--- src/rtl/munoc_response_packetizer.sv ---
// Turns AXI B/R responses into NoC packets of 34-bit flits {head, tail, payload}.
// B -> one head+tail flit; R -> header flit followed by BW_DATA/32 data flits.
module munoc_response_packetizer #(
  parameter int BW_DATA    = 64,
  parameter int BW_TID     = 4,
  parameter int BW_NODE_ID = 4
) (
  input  logic                  clk,
  input  logic                  rstnn,
  input  logic                  b_valid,
  output logic                  b_ready,
  input  logic [BW_NODE_ID-1:0] b_node_id,
  input  logic [BW_TID-1:0]     b_tid,
  input  logic [1:0]            b_resp,
  input  logic                  r_valid,
  output logic                  r_ready,
  input  logic [BW_NODE_ID-1:0] r_node_id,
  input  logic [BW_TID-1:0]     r_tid,
  input  logic [1:0]            r_resp,
  input  logic                  r_last,
  input  logic [BW_DATA-1:0]    r_data,
  output logic                  link_valid,
  input  logic                  link_ready,
  output logic [33:0]           link_flit
);

  localparam int BEATS = BW_DATA / 32;
  localparam int CW    = (BEATS > 1) ? $clog2(BEATS) : 1;
  localparam int ZB_B  = 32 - 4 - BW_NODE_ID - BW_TID;
  localparam int ZB_R  = ZB_B - 1;
  localparam logic [CW-1:0] LAST_BEAT = CW'(BEATS - 1);

  typedef enum logic [1:0] {IDLE, SEND_B, SEND_RH, SEND_RD} state_e;

  state_e                 state_q, state_d;
  logic                   prio_r_q, prio_r_d;
  logic [CW-1:0]          beat_q, beat_d;
  logic [BW_NODE_ID-1:0]  b_node_q, b_node_d, r_node_q, r_node_d;
  logic [BW_TID-1:0]      b_tid_q, b_tid_d, r_tid_q, r_tid_d;
  logic [1:0]             b_resp_q, b_resp_d, r_resp_q, r_resp_d;
  logic                   r_last_q, r_last_d;
  logic [BW_DATA-1:0]     r_data_q, r_data_d;

  logic [BEATS-1:0][31:0] r_words;
  logic [31:0]            b_pl, r_pl, payload;
  logic                   head, tail, grant_r, grant_b;

  assign r_words   = r_data_q;
  assign b_pl      = {2'b01, b_node_q, b_tid_q, b_resp_q, {ZB_B{1'b0}}};
  assign r_pl      = {2'b10, r_node_q, r_tid_q, r_resp_q, r_last_q, {ZB_R{1'b0}}};
  assign link_flit = {head, tail, payload};

  always_comb begin
    state_d    = state_q;
    prio_r_d   = prio_r_q;
    beat_d     = beat_q;
    b_node_d   = b_node_q;
    b_tid_d    = b_tid_q;
    b_resp_d   = b_resp_q;
    r_node_d   = r_node_q;
    r_tid_d    = r_tid_q;
    r_resp_d   = r_resp_q;
    r_last_d   = r_last_q;
    r_data_d   = r_data_q;
    grant_r    = 1'b0;
    grant_b    = 1'b0;
    b_ready    = 1'b0;
    r_ready    = 1'b0;
    link_valid = 1'b0;
    head       = 1'b0;
    tail       = 1'b0;
    payload    = '0;

    case (state_q)
      IDLE: begin
        // prio_r_q set means B won last time (or fresh reset), so R wins a tie
        grant_r = r_valid && (prio_r_q || !b_valid);
        grant_b = b_valid && !grant_r;
        r_ready = grant_r;
        b_ready = grant_b;
        if (grant_r) begin
          r_node_d = r_node_id;
          r_tid_d  = r_tid;
          r_resp_d = r_resp;
          r_last_d = r_last;
          r_data_d = r_data;
          beat_d   = '0;
          prio_r_d = 1'b0;
          state_d  = SEND_RH;
        end else if (grant_b) begin
          b_node_d = b_node_id;
          b_tid_d  = b_tid;
          b_resp_d = b_resp;
          prio_r_d = 1'b1;
          state_d  = SEND_B;
        end
      end
      SEND_B: begin
        link_valid = 1'b1;
        head       = 1'b1;
        tail       = 1'b1;
        payload    = b_pl;
        if (link_ready) state_d = IDLE;
      end
      SEND_RH: begin
        link_valid = 1'b1;
        head       = 1'b1;
        payload    = r_pl;
        if (link_ready) state_d = SEND_RD;
      end
      SEND_RD: begin
        link_valid = 1'b1;
        tail       = (beat_q == LAST_BEAT);
        payload    = r_words[beat_q];
        if (link_ready) begin
          if (beat_q == LAST_BEAT) state_d = IDLE;
          else                     beat_d  = beat_q + CW'(1);
        end
      end
      default: state_d = IDLE;
    endcase

    // handshakes must not leak out while reset is being applied
    if (!rstnn) begin
      b_ready    = 1'b0;
      r_ready    = 1'b0;
      link_valid = 1'b0;
    end
  end

  always_ff @(posedge clk) begin
    if (!rstnn) begin
      state_q  <= IDLE;
      prio_r_q <= 1'b1;
      beat_q   <= '0;
      b_node_q <= '0;
      b_tid_q  <= '0;
      b_resp_q <= '0;
      r_node_q <= '0;
      r_tid_q  <= '0;
      r_resp_q <= '0;
      r_last_q <= 1'b0;
      r_data_q <= '0;
    end else begin
      state_q  <= state_d;
      prio_r_q <= prio_r_d;
      beat_q   <= beat_d;
      b_node_q <= b_node_d;
      b_tid_q  <= b_tid_d;
      b_resp_q <= b_resp_d;
      r_node_q <= r_node_d;
      r_tid_q  <= r_tid_d;
      r_resp_q <= r_resp_d;
      r_last_q <= r_last_d;
      r_data_q <= r_data_d;
    end
  end

endmodule

--- config.mk ---
export PLATFORM = sky130hd
export DESIGN_NAME = munoc_response_packetizer
export DESIGN_NICKNAME = d
export VERILOG_FILES = /design/src/rtl/munoc_response_packetizer.sv
export SDC_FILE = /design/constraint.sdc
export NUM_CORES = 1
export LEC_CHECK = 0
export BUFFER_PORTS_ARGS = -buffer_cell sky130_fd_sc_hd__buf_2
export CAP_MARGIN = 20
export CORE_MARGIN = 5
export CORE_UTILIZATION = 42
export CTS_BUF_LIST = sky130_fd_sc_hd__clkbuf_16
export DETAILED_ROUTE_END_ITERATION = 7
export PLACE_DENSITY = 0.69
export RECOVER_POWER = 25
export SLEW_MARGIN = 15
export SYNTH_ARGS = -nofsm -noshare
export SYNTH_HDL_FRONTEND = slang
export SYNTH_SLANG_ARGS = --single-unit
--- constraint.sdc ---
create_clock -name clk -period 2.4 [get_ports clk]
set_input_delay 0.48 -clock clk [delete_from_list [all_inputs] [get_ports clk]]
set_output_delay 0.48 -clock clk [all_outputs]
set_load 0.02 [all_outputs]
== Yosys cells after proc, flatten, opt, wreduce, memory -nomap -nowiden ==
Cells that the tools add are included.
Storage, ports and cells
  bits in registers: 89
  logic and storage cells: 62
Operators by class
  muxes and demuxes: 24
  eq/ne operators: 9
  magnitude comparators: 1
  reductions and logical operators: 15
  bitwise operators: 1
  $add $sub $neg: 1
Operators by type and width (number)
  $pmux 32 s3: 1
  $mux 32: 2
  $mux 1: 12
  $mux 2: 6
  $ne 2x2->1 const B: 5
  $pmux 2 s4: 1
  $reduce_and 3->1: 2
  $reduce_and 5->1: 1
  $eq 2x2->1 const B: 2
  $pmux 1 s2: 2
  $reduce_and 2->1: 2
  $reduce_bool 2->1: 2
  $ne 3x3->1 const B: 1
  $reduce_or 3->1: 1
  $eq 2x1->1 const B: 1
  $logic_and 1x1->1: 2
  $logic_not 1->1: 2
  $logic_not 2->1: 1
  $lt 1x2->1 const B: 1
  $reduce_or 2->1: 1
  $add 1x1->1 const B: 1
  $logic_or 1x1->1: 1
  $not 1->1: 1

== Longest topological paths before layout ==
  depth after elaboration: 8
  depth in mapped cells: 10

== Worst setup path before layout ==
No wires, ideal clock.
  kind: reg2out
  start point: register state_q[0]
  end point: output port link_flit[0]
  data required time: 1920 ps
  cell stages (with the launch flop): 8
  path slack: 288 ps
  arrival time: 1632 ps
  cells stage by stage: dfxtp_1 -> inv_1 -> ha_1 -> buf_4 -> nand2b_1 -> buf_2 -> clkbuf_1 -> nor2_1
Between the ends
  cells in the longest elaborated chain, start to end: 2
  elaborated cells between the ends (all ways): 4
  classes of those cells: 3 x eq/ne; 1 x mux
RTL lines
  from (decl): line 35  | state_e state_q, state_d;
  from (signal assigned): line 145  | state_q <= state_d;
  $eq 2x2->1 or $eq 2x1->1 (tied branches): line 74  | case (state_q)
  $pmux 32 s3 *: line 74
  to (decl): line 24  | output logic [33:0] link_flit
Mark *: on every way between the ends. The rest lies on a longest branch, timed or not.

== Worst setup path in the final report ==
  start point: register state_q[0]
  end point: output port link_flit[23]
Same word-level chain as after synthesis.

==> reports/qor.yml <==
synth-async-reset-ratio_pct: 0
post_drt_wl_per_cell_um: 14.9
clk_latency_ns: 0.33
grt_overflow: 0
grt_max_degree: 69
drv_cap: 0
synth_edf_count: 0
startpoint_type: "flip-flop"
endpoint_kind: "output pin"
cts_tree: "yes"
core_area_sq_um: 9680
post-synth-top-area-cell: "dfxtp_1"
clk_pin_slew_ns: 0.06
path_buf_inv: 2
via_per_inst: 5.04
pin_count: 127
syn_nets: 576
tightest_slew_ns: 0.855
die_area_sq_um: 11900
grt_pass1_vias: 3646
power.switching_uw: 1680
powerDensity_nw_per_um2: 954
path_class: "reg -> out"
cp_data_arrival_time_ns: 1.77
cp-startpoint: "state_q[0]"
comb_power_share_pct: 31.1
hpwlAfterDp_mm: 7.75
fin_crit_sh_pct: 93.6
required_ns: 1.92
hold_path.class: "in -> reg"
clock_sinks: 89
final.setup.tns_ns: 0
ys_warn_count: 0
synth_commonest_cells: "147 x nand2_1, 89 x dfxtp_1, 43 x a21boi_0, 31 x nor2_1"
synth.most_common_cell: "nand2_1"
placed_area_sq_um: 4820
p_seq_share_pct: 39.2
synthCells: 481
intPower_uw: 3230
cp_top_family: "flip-flops"
clockBufferDepth: 2
fin_skew_ns: 0.00659
n_fill_cell: 953
slew_headroom_pct: 43.0
rsz0062_at_grt: "false"
cp_cell_sequence: "inv_1, ha_2, a222oi_1, nor2_1, buf_2"
synth_cell_types: 32
start_util_pct: 42.8
cts_made_buffers: 9
grt_antenna_before_repair: 0
power_leakage_uw: 0.00211
drive_gt1_share_pct: 31.6
synth-main-ff-cell: "dfxtp_1"
ir_drop_mv: 0.947
detail-route-antenna-nets: 0
slowest_stage: "dfxtp_2"
switching_share_pct: 34.2
vias: 3646
ys_seq_elements: 89
fp-row-count: 36
area_growth_pct: 24.2
critPathMaxFanout: 14
syn_area_sq_um: 4140
drt_iter0_drc: 210
yosys.area.top_type_share_pct: 43.0
gp_congestion: 0.909
drt_pass1_iterations: 6
cts-root-buf: "clkbuf_16"
r2r_start: "state_q[0]"
final_area_sq_um: 5140
drc: 0
grtUsageTotal_pct: 18.2
min_period_ns: 2.25
setup_viol: 0
nNetsFinal: 682
antenna_cells: 0
h-tree-depth: 3
slew_violations: 0
hold_buffers: 0
outcome: "finished clean"
yosys-top-cells-area: "dfxtp_1 43%, nand2_1 13%, a21boi_0 7.8%"
port-buffer-count: 126
min-delay-start: "b_tid[1]"
max_freq_mhz: 445
grt_first_pass_wirelength_mm: 17.1
power_frac_clock_pct: 29.7
die_h_um: 109
finalWirelength_mm: 10.8
seq_area_frac_synth_pct: 43.0
syn_area_per_cell_sq_um: 8.61
cp_slowest_stage_delay_ns: 0.39
die_w_um: 109
hold_viol: 0
## cell families after synthesis
logic type,count (synthesis),synth area share (%)
multiplexers,34,8.55
AO/OA/AOI/OAI,108,21.1
adder cells (fa/ha/maj),5,1.51
AND/OR/NAND/NOR,200,19.9
buffers and inverters,45,5.98
flip-flops,89,43.0
## per-stage QoR
stage                     power, uW  util (%)  hold WS (ns)  setup slack (ns)  cells
after detailed placement       3490      49.8         0.444             0.320    709
after floorplan                3080         -         0.433             0.288    481
after global placement         3450      49.8         0.440             0.384    709
after global routing           5200      53.1         0.364            0.0229    724
final                          4900      53.1         0.370             0.153    724
after CTS                      4960      53.0         0.358            0.0114    724
## cells in the final DEF, fill, tap and decap left out, drive strengths merged
master / count
nand2: 158
buf: 134
o2bb2ai: 1
nor2: 32
a21oi: 2
dfxtp: 89
a222oi: 10
or2: 1
clkbuf: 12
nand3: 1
nand2b: 1
a21boi: 76
ha: 5
bufinv: 2
o22ai: 2
a21o: 1
clkinv: 2
o21ai: 3
a22oi: 1
mux2: 11
a22o: 10
inv: 4
mux2i: 23
o211ai: 2
and2: 2
nor2b: 5
clkinvlp: 1
## state kept, by name (all words and copies together) (netlist names)
| signal | count |
|---|---|
| r_data_q | 64 |
| b_node_q | 4 |
| b_tid_q | 4 |
| r_node_q | 4 |
| r_tid_q | 4 |
| b_resp_q | 2 |
| r_resp_q | 2 |
| state_q | 2 |
| beat_q | 1 |
| prio_r_q | 1 |
| r_last_q | 1 |
## repair_timing
item	CTS	global route
setup buffers	0	0
endpoints found under the setup margin	8	26
resized for setup	1	7
endpoints found under the hold margin	0	0
## power by group through the flow
stage	Clock [uW]	Combinational, uW	Sequential (uW)
global placement	0	1510	1940
detailed placement	0	1540	1950
floorplan	0	1190	1890
CTS	1490	1550	1920
global route	1540	1710	1950
finish	1460	1530	1920
## cell type report
type	instances	area [sq um]	share of cell area [%]
Multi-Input combinational cell	347	2110	41.1
Sequential cell	89	1790	34.8
Timing Repair Buffer	137	751	14.6
Clock buffer	9	225	4.38
Tap cell	133	166	3.24
Clock inverter	6	85.1	1.65
Inverter	3	11.3	0.219
## per-layer routing
metal  part of all wire [%]  global-route usage, %  vias to the layer above
li1                       -                      -                     1811
met2                     49                   30.9                      105
met3                    4.7                   2.90                       20
met4                    2.5                   8.01                        0
met1                     44                   22.8                     1710
met5                      0                      0                        -
## path summary, 6_finish.rpt
kind	endpoint	slack [ns]	depth (start not counted)
max reg2reg	r_tid_q[0]	0.23	7
min	b_tid_q[1]	0.37	2
max	link_flit[23]	0.15	5
min reg2reg	r_data_q[1]	0.45	2
(Power assumes the default switching activity.)
